===== config.mk =====
export PLATFORM = sky130hd
export DESIGN_NAME = bcd_seg_counter_flat
export DESIGN_NICKNAME = d
export VERILOG_FILES = /design/src/rtl/bcd_seg_counter_pkg.sv /design/src/rtl/bcd_seg_counter_if.sv /design/src/rtl/bcd_seg_counter_digit.sv /design/src/rtl/bcd_seg_counter.sv /design/src/flat_wrapper.sv
export SDC_FILE = /design/constraint.sdc
export NUM_CORES = 1
export LEC_CHECK = 0
export CAP_MARGIN = 20
export CORE_UTILIZATION = 45
export CTS_BUF_LIST = sky130_fd_sc_hd__clkbuf_4
export CTS_CLUSTER_SIZE = 14
export DETAILED_ROUTE_END_ITERATION = 10
export PLACE_DENSITY = 0.76
export SYNTH_ARGS = -nofsm -noshare
export SYNTH_HDL_FRONTEND = slang
export SYNTH_HIERARCHICAL = 1
export SYNTH_SLANG_ARGS = --single-unit
export TNS_END_PERCENT = 20

===== constraint.sdc =====
create_clock -name clk -period 4.8 [get_ports clk]
set_input_delay 1.2 -clock clk [delete_from_list [all_inputs] [get_ports clk]]
set_output_delay 1.2 -clock clk [all_outputs]
set_load 0.005 [all_outputs]

===== src/rtl/bcd_seg_counter_pkg.sv =====
// Shared constants and helpers for the BCD 7-segment counter: active-low
// segment codes (a..g on bits 7..1, dp on bit 0) and BCD utilities.
package bcd_seg_pkg;

    localparam logic [7:0] SEG_BLANK = 8'hFF;
    localparam logic [7:0] SEG_0     = 8'h03;
    localparam logic [7:0] SEG_1     = 8'h9F;
    localparam logic [7:0] SEG_2     = 8'h25;
    localparam logic [7:0] SEG_3     = 8'h0D;
    localparam logic [7:0] SEG_4     = 8'h99;
    localparam logic [7:0] SEG_5     = 8'h49;
    localparam logic [7:0] SEG_6     = 8'h41;
    localparam logic [7:0] SEG_7     = 8'h1F;
    localparam logic [7:0] SEG_8     = 8'h01;
    localparam logic [7:0] SEG_9     = 8'h09;

    function automatic logic [7:0] bcd_to_seg(input logic [3:0] d);
        case (d)
            4'd0:    return SEG_0;
            4'd1:    return SEG_1;
            4'd2:    return SEG_2;
            4'd3:    return SEG_3;
            4'd4:    return SEG_4;
            4'd5:    return SEG_5;
            4'd6:    return SEG_6;
            4'd7:    return SEG_7;
            4'd8:    return SEG_8;
            4'd9:    return SEG_9;
            default: return SEG_BLANK;
        endcase
    endfunction

    function automatic logic bcd_is_valid(input logic [3:0] d);
        return d <= 4'd9;
    endfunction

    // Elaboration-time conversion of an integer to packed BCD (8 digits max).
    function automatic logic [31:0] int_to_bcd(input int unsigned v);
        logic [31:0] r;
        int unsigned t;
        r = '0;
        t = v;
        for (int i = 0; i < 8; i++) begin
            r[4*i +: 4] = 4'(t % 10);
            t = t / 10;
        end
        return r;
    endfunction

endpackage


===== src/rtl/bcd_seg_counter_if.sv =====
// Control/display bundle of the BCD counter: switches in, count/segments/LEDs out.
interface bcd_seg_counter_if #(
    parameter int DIGITS = 2
);
    logic                  en;
    logic                  up_dn;
    logic                  clr;
    logic                  load;
    logic [4*DIGITS-1:0]   load_val;
    logic [4*DIGITS-1:0]   bcd;
    logic [8*DIGITS-1:0]   seg;
    logic                  tick;
    logic                  wrap;
    logic                  wrap_led;
    logic                  load_err;

    modport master (
        output en, up_dn, clr, load, load_val,
        input  bcd, seg, tick, wrap, wrap_led, load_err
    );

    modport slave (
        input  en, up_dn, clr, load, load_val,
        output bcd, seg, tick, wrap, wrap_led, load_err
    );
endinterface


===== src/rtl/bcd_seg_counter_digit.sv =====
// One BCD digit of the counter chain: clear > load > step, with ripple
// carry (up) / borrow (down) produced combinationally from the held value.
module bcd_digit (
    input  logic       clk,
    input  logic       rst,
    input  logic       clr,
    input  logic       ld,
    input  logic [3:0] ld_val,
    input  logic       step,
    input  logic       up_dn,
    input  logic       cin,
    output logic [3:0] q,
    output logic       cout
);
    logic [3:0] q_q, q_d;

    always_comb begin
        q_d = q_q;
        if (clr) begin
            q_d = 4'd0;
        end else if (ld) begin
            q_d = ld_val;
        end else if (step && cin) begin
            if (up_dn) q_d = (q_q == 4'd9) ? 4'd0 : q_q + 4'd1;
            else       q_d = (q_q == 4'd0) ? 4'd9 : q_q - 4'd1;
        end
    end

    always_ff @(posedge clk) begin
        if (rst) q_q <= 4'd0;
        else     q_q <= q_d;
    end

    assign q    = q_q;
    assign cout = cin & (up_dn ? (q_q == 4'd9) : (q_q == 4'd0));
endmodule


===== src/rtl/bcd_seg_counter.sv =====
// Multi-digit BCD counter with prescaler, modulo wrap and 7-segment decode.
// Optional leading-zero blanking is enabled by defining BCD_SEG_LZ_BLANK_EN.
module bcd_seg_counter
    import bcd_seg_pkg::*;
#(
    parameter int DIGITS = 2,
    parameter int DIV    = 50000000,
    parameter int MODULO = 100
) (
    input  logic                clk,
    input  logic                rst,
    bcd_seg_counter_if.slave    bus
);
    localparam int                  PW        = (DIV > 1) ? $clog2(DIV) : 1;
    localparam logic [PW-1:0]       PRESC_MAX = PW'(DIV - 1);
    localparam logic [31:0]         TOP_W     = int_to_bcd(MODULO - 1);
    localparam logic [4*DIGITS-1:0] TOP_BCD   = TOP_W[4*DIGITS-1:0];

    logic [PW-1:0]       presc_q, presc_d;
    logic                wrap_q, wrap_d;
    logic                wrap_led_q, wrap_led_d;
    logic                load_err_q, load_err_d;
    logic [4*DIGITS-1:0] bcd_q;
    logic [DIGITS:0]     carry;
    logic                tick, ld_ok, wrap_cond, count_step;
    logic                digit_ld, digit_step;
    logic [4*DIGITS-1:0] digit_ld_val;

    assign tick = bus.en & (presc_q == PRESC_MAX);

    // With valid nibbles, BCD ordering equals numeric ordering, so a plain
    // unsigned compare against MODULO-1 in BCD checks the range.
    always_comb begin
        ld_ok = 1'b1;
        for (int i = 0; i < DIGITS; i++)
            ld_ok = ld_ok & bcd_is_valid(bus.load_val[4*i +: 4]);
        ld_ok = ld_ok & (bus.load_val <= TOP_BCD);
    end

    // Borrow out of the top digit means every digit is 0.
    assign wrap_cond    = bus.up_dn ? (bcd_q == TOP_BCD) : carry[DIGITS];
    assign count_step   = tick & ~bus.clr & ~bus.load;
    assign digit_ld     = (bus.load & ld_ok) | (count_step & wrap_cond);
    assign digit_ld_val = bus.load ? bus.load_val : (bus.up_dn ? '0 : TOP_BCD);
    assign digit_step   = count_step & ~wrap_cond;
    assign carry[0]     = 1'b1;

    for (genvar i = 0; i < DIGITS; i++) begin : g_digit
        bcd_digit u_digit (
            .clk    (clk),
            .rst    (rst),
            .clr    (bus.clr),
            .ld     (digit_ld),
            .ld_val (digit_ld_val[4*i +: 4]),
            .step   (digit_step),
            .up_dn  (bus.up_dn),
            .cin    (carry[i]),
            .q      (bcd_q[4*i +: 4]),
            .cout   (carry[i+1])
        );
    end

    always_comb begin
        presc_d = presc_q;
        if (bus.clr || bus.load) presc_d = '0;
        else if (bus.en)         presc_d = (presc_q == PRESC_MAX) ? '0 : presc_q + PW'(1);

        wrap_d     = count_step & wrap_cond;
        wrap_led_d = wrap_led_q;
        if (bus.clr)         wrap_led_d = 1'b0;
        else if (count_step) wrap_led_d = wrap_cond;
        load_err_d = ~bus.clr & bus.load & ~ld_ok;
    end

    always_ff @(posedge clk) begin
        if (rst) begin
            presc_q    <= '0;
            wrap_q     <= 1'b0;
            wrap_led_q <= 1'b0;
            load_err_q <= 1'b0;
        end else begin
            presc_q    <= presc_d;
            wrap_q     <= wrap_d;
            wrap_led_q <= wrap_led_d;
            load_err_q <= load_err_d;
        end
    end

`ifdef BCD_SEG_LZ_BLANK_EN
    logic zero_run;
    always_comb begin
        bus.seg  = '0;
        zero_run = 1'b1;
        for (int i = DIGITS - 1; i >= 0; i--) begin
            zero_run = zero_run & (bcd_q[4*i +: 4] == 4'd0);
            if (i > 0 && zero_run) bus.seg[8*i +: 8] = SEG_BLANK;
            else                   bus.seg[8*i +: 8] = bcd_to_seg(bcd_q[4*i +: 4]);
        end
    end
`else
    always_comb begin
        bus.seg = '0;
        for (int i = 0; i < DIGITS; i++)
            bus.seg[8*i +: 8] = bcd_to_seg(bcd_q[4*i +: 4]);
    end
`endif

    assign bus.bcd      = bcd_q;
    assign bus.tick     = tick;
    assign bus.wrap     = wrap_q;
    assign bus.wrap_led = wrap_led_q;
    assign bus.load_err = load_err_q;
endmodule


===== src/flat_wrapper.sv =====
// flat-port wrapper written by rule: the top's interface ports become plain ports
module bcd_seg_counter_flat import bcd_seg_pkg::*;
#(
    parameter int DIGITS = 2,
    parameter int DIV    = 50000000,
    parameter int MODULO = 100
)
  (clk, rst, bus_en, bus_up_dn, bus_clr, bus_load, bus_load_val, bus_bcd, bus_seg, bus_tick, bus_wrap, bus_wrap_led, bus_load_err);
  bcd_seg_counter_if #(.DIGITS(DIGITS)) bus_i ();
  input  logic clk;
  input  logic rst;
  input wire logic [$bits(bus_i.en)-1:0] bus_en;
  input wire logic [$bits(bus_i.up_dn)-1:0] bus_up_dn;
  input wire logic [$bits(bus_i.clr)-1:0] bus_clr;
  input wire logic [$bits(bus_i.load)-1:0] bus_load;
  input wire logic [$bits(bus_i.load_val)-1:0] bus_load_val;
  output wire logic [$bits(bus_i.bcd)-1:0] bus_bcd;
  output wire logic [$bits(bus_i.seg)-1:0] bus_seg;
  output wire logic [$bits(bus_i.tick)-1:0] bus_tick;
  output wire logic [$bits(bus_i.wrap)-1:0] bus_wrap;
  output wire logic [$bits(bus_i.wrap_led)-1:0] bus_wrap_led;
  output wire logic [$bits(bus_i.load_err)-1:0] bus_load_err;
  assign bus_i.en = bus_en;
  assign bus_i.up_dn = bus_up_dn;
  assign bus_i.clr = bus_clr;
  assign bus_i.load = bus_load;
  assign bus_i.load_val = bus_load_val;
  assign bus_bcd = bus_i.bcd;
  assign bus_seg = bus_i.seg;
  assign bus_tick = bus_i.tick;
  assign bus_wrap = bus_i.wrap;
  assign bus_wrap_led = bus_i.wrap_led;
  assign bus_load_err = bus_i.load_err;
  bcd_seg_counter #(.DIGITS(DIGITS), .DIV(DIV), .MODULO(MODULO)) u_core (.clk(clk), .rst(rst), .bus(bus_i));
endmodule

==> reports/results.ini, run 1 <==
[logic_synthesis]
synth.area.top_cells=dfxtp_1 (26%), ha_1 (4.8%), a21oi_1 (4.2%)
synth.most_common_cell=dfxtp_1
synth-seq-area-share=0.260
synth_flop_cell=dfxtp_1
netlist_area_um2=2850
synthCells=358
yosys-top-cells-count=dfxtp_1 (37), nand2_1 (31), nor2_1 (29)
synth_seq_cells=37
yosys_warnings=6
avgSynthCellArea_um2=7.97
yosysTopAreaCellShare=0.260
async_flop_share=0
synth_cell_types=58
synth_edf_count=0
yosys.area.top_type=dfxtp_1

[setup_path]
crit_end=bus_tick
crit_required_ns=3.60
timing.rr.end=u_core/g_digit[1].u_digit/q[1]
path_max_fanout=7
endpoint_kind=output port
rr_worst_depth=10
worst-setup-path-type=input pin to output port
crit_path_start_kind=input pin
rr_startpoint=u_core/g_digit[1].u_digit/q[1]
arrival_ns=3.13
crit_start=bus_en
rrSetupSlack_ns=2.07

[min_path]
hp-class=flop to flop

[clock_network]
htreeDepth=2
cts_resized=0
postCtsHoldBufs=0
clk_path_buf_depth=2
clockRootBuffer=clkbuf_4
cts.clk_slew.worst_paths_ns=0.11
cts-buffers-inserted=5
cts_sinks=37
cts_setup_buffers=0
clk_latency_ns=0.34
cts_tree=yes

[cells_and_area]
seq_area_um2=741
diodes=0
final_nets=415
multiInputGateArea_um2=1900
drive_above_1_share=0.128
stdcell_count=466
area_delta_synth_final_pct=15.1
finish.utilization=0.545
fill_cells=563

[placed_design]
io_buffers=39
place_congestion=0.764
place_inst=457
post-dp-hpwl_um=4490

[sta]
period_share=0.901
rsz0062_at_grt=false
clock_skew_ns=0.00566
setup_viol=0
drv_slew=0
period_minus_slack_ns=4.33
hold_viol_final=0
tightest_slew_ns=0.647
final.setup.tns_ns=0
fmax_ghz=0.231
slew_headroom=0.568

[detailed_routing]
routed_via_density=5.83
totalWireLength_um=6330
drt_iter0_markers=168
drt_pass1_iterations=4
vias=2715
wl_per_cell_um=13.6
drc=0
ant_nets=0

[global_route]
grt_pass1_vias=2394
grt_overflow=0
grt_pass1_wl_um=10500
antenna_found_initial=0
grt_usage=0.201
grt_max_degree=24

[status]
outcome=finished clean

[floorplanning]
io_pins=42
core_um2=6030
initial_core_util=0.473
die_area_um2=6660
dieWidth_um=81.6
rows=28
die_h_um=81.6

[pwr]
irDropWorstVdd_uv=134
power_w=0.000579
leakage_nw=1.08
powerDensity_nw_per_um2=176

[run]
cap_violations=0

## worst min-delay path by stage
stage	start	to	slack, ns	depth (start not counted)
global route	u_core/presc_q[25]	u_core/presc_q[25]	0.53	2
finish	u_core/presc_q[25]	u_core/presc_q[25]	0.49	2
floorplan	u_core/presc_q[25]	u_core/presc_q[25]	0.45	2
global placement	u_core/presc_q[25]	u_core/presc_q[25]	0.47	2
CTS	u_core/presc_q[25]	u_core/presc_q[25]	0.49	2
detailed placement	u_core/presc_q[25]	u_core/presc_q[25]	0.47	2
## flip-flops by register name, indices dropped and copies added, names as in the netlist
name / count
u_core/presc_q: 26
u_core/bus.load_err: 1
u_core/bus.wrap: 1
u_core/g_digit.u_digit/q: 8
u_core/bus.wrap_led: 1
## cells by family (layout without fill, tap and decap cells)
| family | count (synthesis) | after routing | share of synthesized area |
|---|---|---|---|
| buf+inv | 38 | 67 | 0.0803 |
| flops | 37 | 37 | 0.260 |
| other cells | 1 | 5 | 0.00132 |
| simple gates | 166 | 166 | 0.351 |
| fa+ha+maj | 11 | 11 | 0.0483 |
| xor+xnor | 14 | 14 | 0.0430 |
| compound gates | 90 | 90 | 0.213 |
| mux | 1 | 1 | 0.00351 |
## layout by cell type, fill, tap and decap left out, types with 8 or more instances in the layout
cell | netlist | routed
ha_1 | 11 | 11
a21oi_1 | 24 | 24
and2_1 | 12 | 12
nor2_2 | 8 | 8
clkdlybuf4s50_1 | 0 | 39
xor2_1 | 8 | 8
inv_1 | 15 | 15
o21ai_0 | 21 | 21
nor2_1 | 29 | 29
nand2_1 | 31 | 31
nand3_1 | 17 | 17
dfxtp_1 | 37 | 37
o31ai_1 | 8 | 8
or3_1 | 8 | 8
clkbuf_4 | 0 | 8
## critical path, cell delays in order
cell and delay [ns]:
clkdlybuf4s50_1 0.60, and3_1 0.26, nand2_4 0.10, or3_4 0.42, inv_1 0.06, clkdlybuf4s50_1 0.49
## area by class of cell
type	count	share of cell area
Multi-Input combinational cell	287	0.578
Sequential cell	37	0.226
Timing Repair Buffer	44	0.133
Tap cell	75	0.0286
Clock buffer	8	0.0183
Inverter	15	0.0171
## through the flow
stage / hold slack, ns / area [µm²] / setup slack, ns
after floorplan: 0.447 / 2870 / 1.32
after global placement: 0.465 / 3210 / 0.480
after detailed placement: 0.468 / 3210 / 0.460
after CTS: 0.487 / 3270 / 0.466
after global routing: 0.534 / 3280 / 0.357
final: 0.489 / 3280 / 0.474
## metal layers
layer,vias up,routed length [µm],GRT usage
met3,5,368,0.0411
met5,-,0,0
li1,1361,-,-
met1,1273,2910,0.241
met2,76,2990,0.362
met4,0,57,0.0491
## power breakdown
| part | total (W) | switching [W] | internal (W) |
|---|---|---|---|
| logic | 0.0000854 | 0.0000394 | 0.0000460 |
| registers | 0.000317 | 0.00000775 | 0.000309 |
| clock network | 0.000177 | 0.000101 | 0.0000754 |
Power figures use the tool's default switching activity.
==> inputs of run 2 (changes only) <==
- CORE_MARGIN: unset -> 5
==> run 2 against run 1 <==
  * Count of clock-buffer cells in the layout decreased by 2
  * Die area increased by 21%
  * Clock power decreased by 11%
  * Combinational power about the same
  * Fmax decreased by 0.43%
  * Clock skew increased by 0.0091 ns
  * Global-route usage decreased by 3.3 points
  * First-iteration DRC count decreased by 20%
  * Total power decreased by 3.2%
  * Via count decreased by 1.1%
  * Sequential power about the same
  * Critical endpoint unchanged
==> reports/results.ini, run 2 (synthesis gave the netlist of run 1 again) <==
[cells_and_area]
largest_reg_flops=26  ; unchanged
final_nets=415  ; unchanged
layout_commonest_cell=clkdlybuf4s50_1
postLayoutCellArea_um2=3270  ; -0.38%
largest-register=u_core/presc_q
area_delta_synth_final_pct=14.7
diodes=0  ; unchanged
stdcell_count=467  ; +0.21%
layout_common_cells=clkdlybuf4s50_1 (39), dfxtp_1 (37), nand2_1 (31), nor2_1 (29), a21oi_1 (24)
drive_above_1_share=0.123  ; -0.00480

[sta]
drv_slew=0  ; unchanged
setup_ws_ns=0.455  ; -0.0188 ns
final.setup.tns_ns=0  ; unchanged
hold_viol_final=0  ; unchanged
setup_viol=0  ; unchanged
tightest_slew_ns=0.652  ; +0.00574 ns
rsz0062_at_grt=false
clock_skew_ns=0.0148  ; +0.00912 ns
fmax_ghz=0.230  ; -0.43%
period_minus_slack_ns=4.34  ; +0.0188 ns
whs_ns=0.490  ; +0.00131 ns
slew_headroom=0.564  ; -0.00383
period_share=0.905  ; +0.00392

[placed_design]
place_congestion=0.854  ; +12%
post-dp-hpwl_um=4710  ; +5.0%
place_inst=459  ; +0.44%
placed_area_um2=3210  ; about the same
io_buffers=39  ; unchanged
pre_cts_ws_ns=0.449  ; -0.0116 ns

[floorplanning]
dieWidth_um=89.6  ; +9.8%
core_um2=6240  ; +3.6%
initial_core_util=0.457  ; -0.0163
rows=29  ; +3.6%
die_area_um2=8030  ; +21%
io_pins=42  ; unchanged
die_h_um=89.6  ; +9.8%

[global_route]
grt_pass1_vias=2375  ; -0.79%
grt_overflow=0  ; unchanged
antenna_found_initial=0  ; unchanged
grt_pass1_wl_um=10800  ; +3.2%
grt_usage=0.168  ; -0.0326
grt_max_degree=24  ; unchanged

[pwr]
power_frac_seq=0.565  ; +0.018
comb_power_share=0.152  ; +0.004
p_clk_frac=0.282  ; -0.023
switching_power_w=0.000147  ; -1.1%
swShare=0.262  ; +0.00546
internal_power_w=0.000414  ; -3.9%
irDropWorstVdd_uv=134  ; +0.16%
powerDensity_nw_per_um2=171  ; -2.8%
leakage_nw=1.07  ; -0.86%

[detailed_routing]
ant_nets=0  ; unchanged
drt_iter0_markers=135  ; -20%
vias=2686  ; -1.1%
drc=0  ; unchanged
totalWireLength_um=6570  ; +3.8%
drt_pass1_iterations=4  ; unchanged
routed_via_density=5.75  ; -1.3%
wl_per_cell_um=14.1  ; +3.6%

[clock_network]
clockRootBuffer=clkbuf_4
clk_path_buf_depth=2  ; unchanged
cts-buffers-inserted=5  ; unchanged
cts_setup_buffers=0  ; unchanged
cts_sinks=37  ; unchanged
htreeDepth=2  ; unchanged
clk_latency_ns=0.35  ; about the same
postCtsHoldBufs=0  ; unchanged
cts_tree=yes
cts_resized=0  ; unchanged
cts.clk_slew.worst_paths_ns=0.11  ; about the same

[setup_path]
worst-setup-path-type=input pin to output port
crit_top_cell=clkdlybuf4s50_1
path_max_fanout=7  ; unchanged
crit_chain=clkdlybuf4s50_1, and3_1, nand2_4, or3_4, inv_1, clkdlybuf4s50_1
rrSetupSlack_ns=2.08  ; about the same
max_stage_delay_ns=0.60  ; about the same
crit_required_ns=3.60  ; about the same
crit_path_start_kind=input pin
endpoint_kind=output port
cpMaxStageDelayCell=clkdlybuf4s50_1
arrival_ns=3.14  ; about the same

[min_path]
hp-class=flop to flop

[status]
outcome=finished clean

[run]
cap_violations=0  ; unchanged

-- run 2: critical path, delay by kind of cell --
family | cells | cell delay (ns)
buf+inv | 3 | 1.15
simple gates | 3 | 0.79
-- run 2: worst paths after layout --
path,startpoint,cells past startpoint,to
hold / removal,u_core/presc_q[25],2,u_core/presc_q[25]
setup / recovery,bus_en,6,bus_tick
setup reg to reg,u_core/g_digit[0].u_digit/q[1],10,u_core/g_digit[1].u_digit/q[1]
hold reg to reg,u_core/presc_q[25],2,u_core/presc_q[25]
-- run 2: cell type report --
| cell class | instances | area (µm²) |
|---|---|---|
| fill | 616 | 2970 |
| timing repair buffer | 44 | 432 |
| multi-input combinational | 287 | 1900 |
| tap | 77 | 96.3 |
| sequential | 37 | 741 |
| clock inverter | 1 | 3.75 |
| inverter | 15 | 56.3 |
| clock buffer | 6 | 45.0 |
-- run 2: per-stage QoR --
| stage | util | total power (W) |
|---|---|---|
| floorplan | - | 0.000371 |
| global placement | 0.514 | 0.000406 |
| detailed placement | 0.514 | 0.000408 |
| CTS | 0.522 | 0.000567 |
| global route | 0.524 | 0.000596 |
| finish | 0.524 | 0.000560 |
-- run 2: power groups by stage --
stage	sequential (W)	clock (W)	combinational (W)
2_1_floorplan	0.000319	0	0.0000514
3_3_place_gp	0.000323	0	0.0000828
3_5_place_dp	0.000324	0	0.0000841
4_1_cts	0.000317	0.000166	0.0000844
5_1_grt	0.000318	0.000183	0.0000942
6_report	0.000317	0.000158	0.0000853
-- run 2: routing by layer --
layer  wire (µm)  vias to the layer above  GRT usage
met5           0                        -          0
met4          98                        0     0.0595
li1            -                     1361          -
met3         390                       11     0.0310
met2        3130                       67      0.285
met1        2950                     1247      0.213
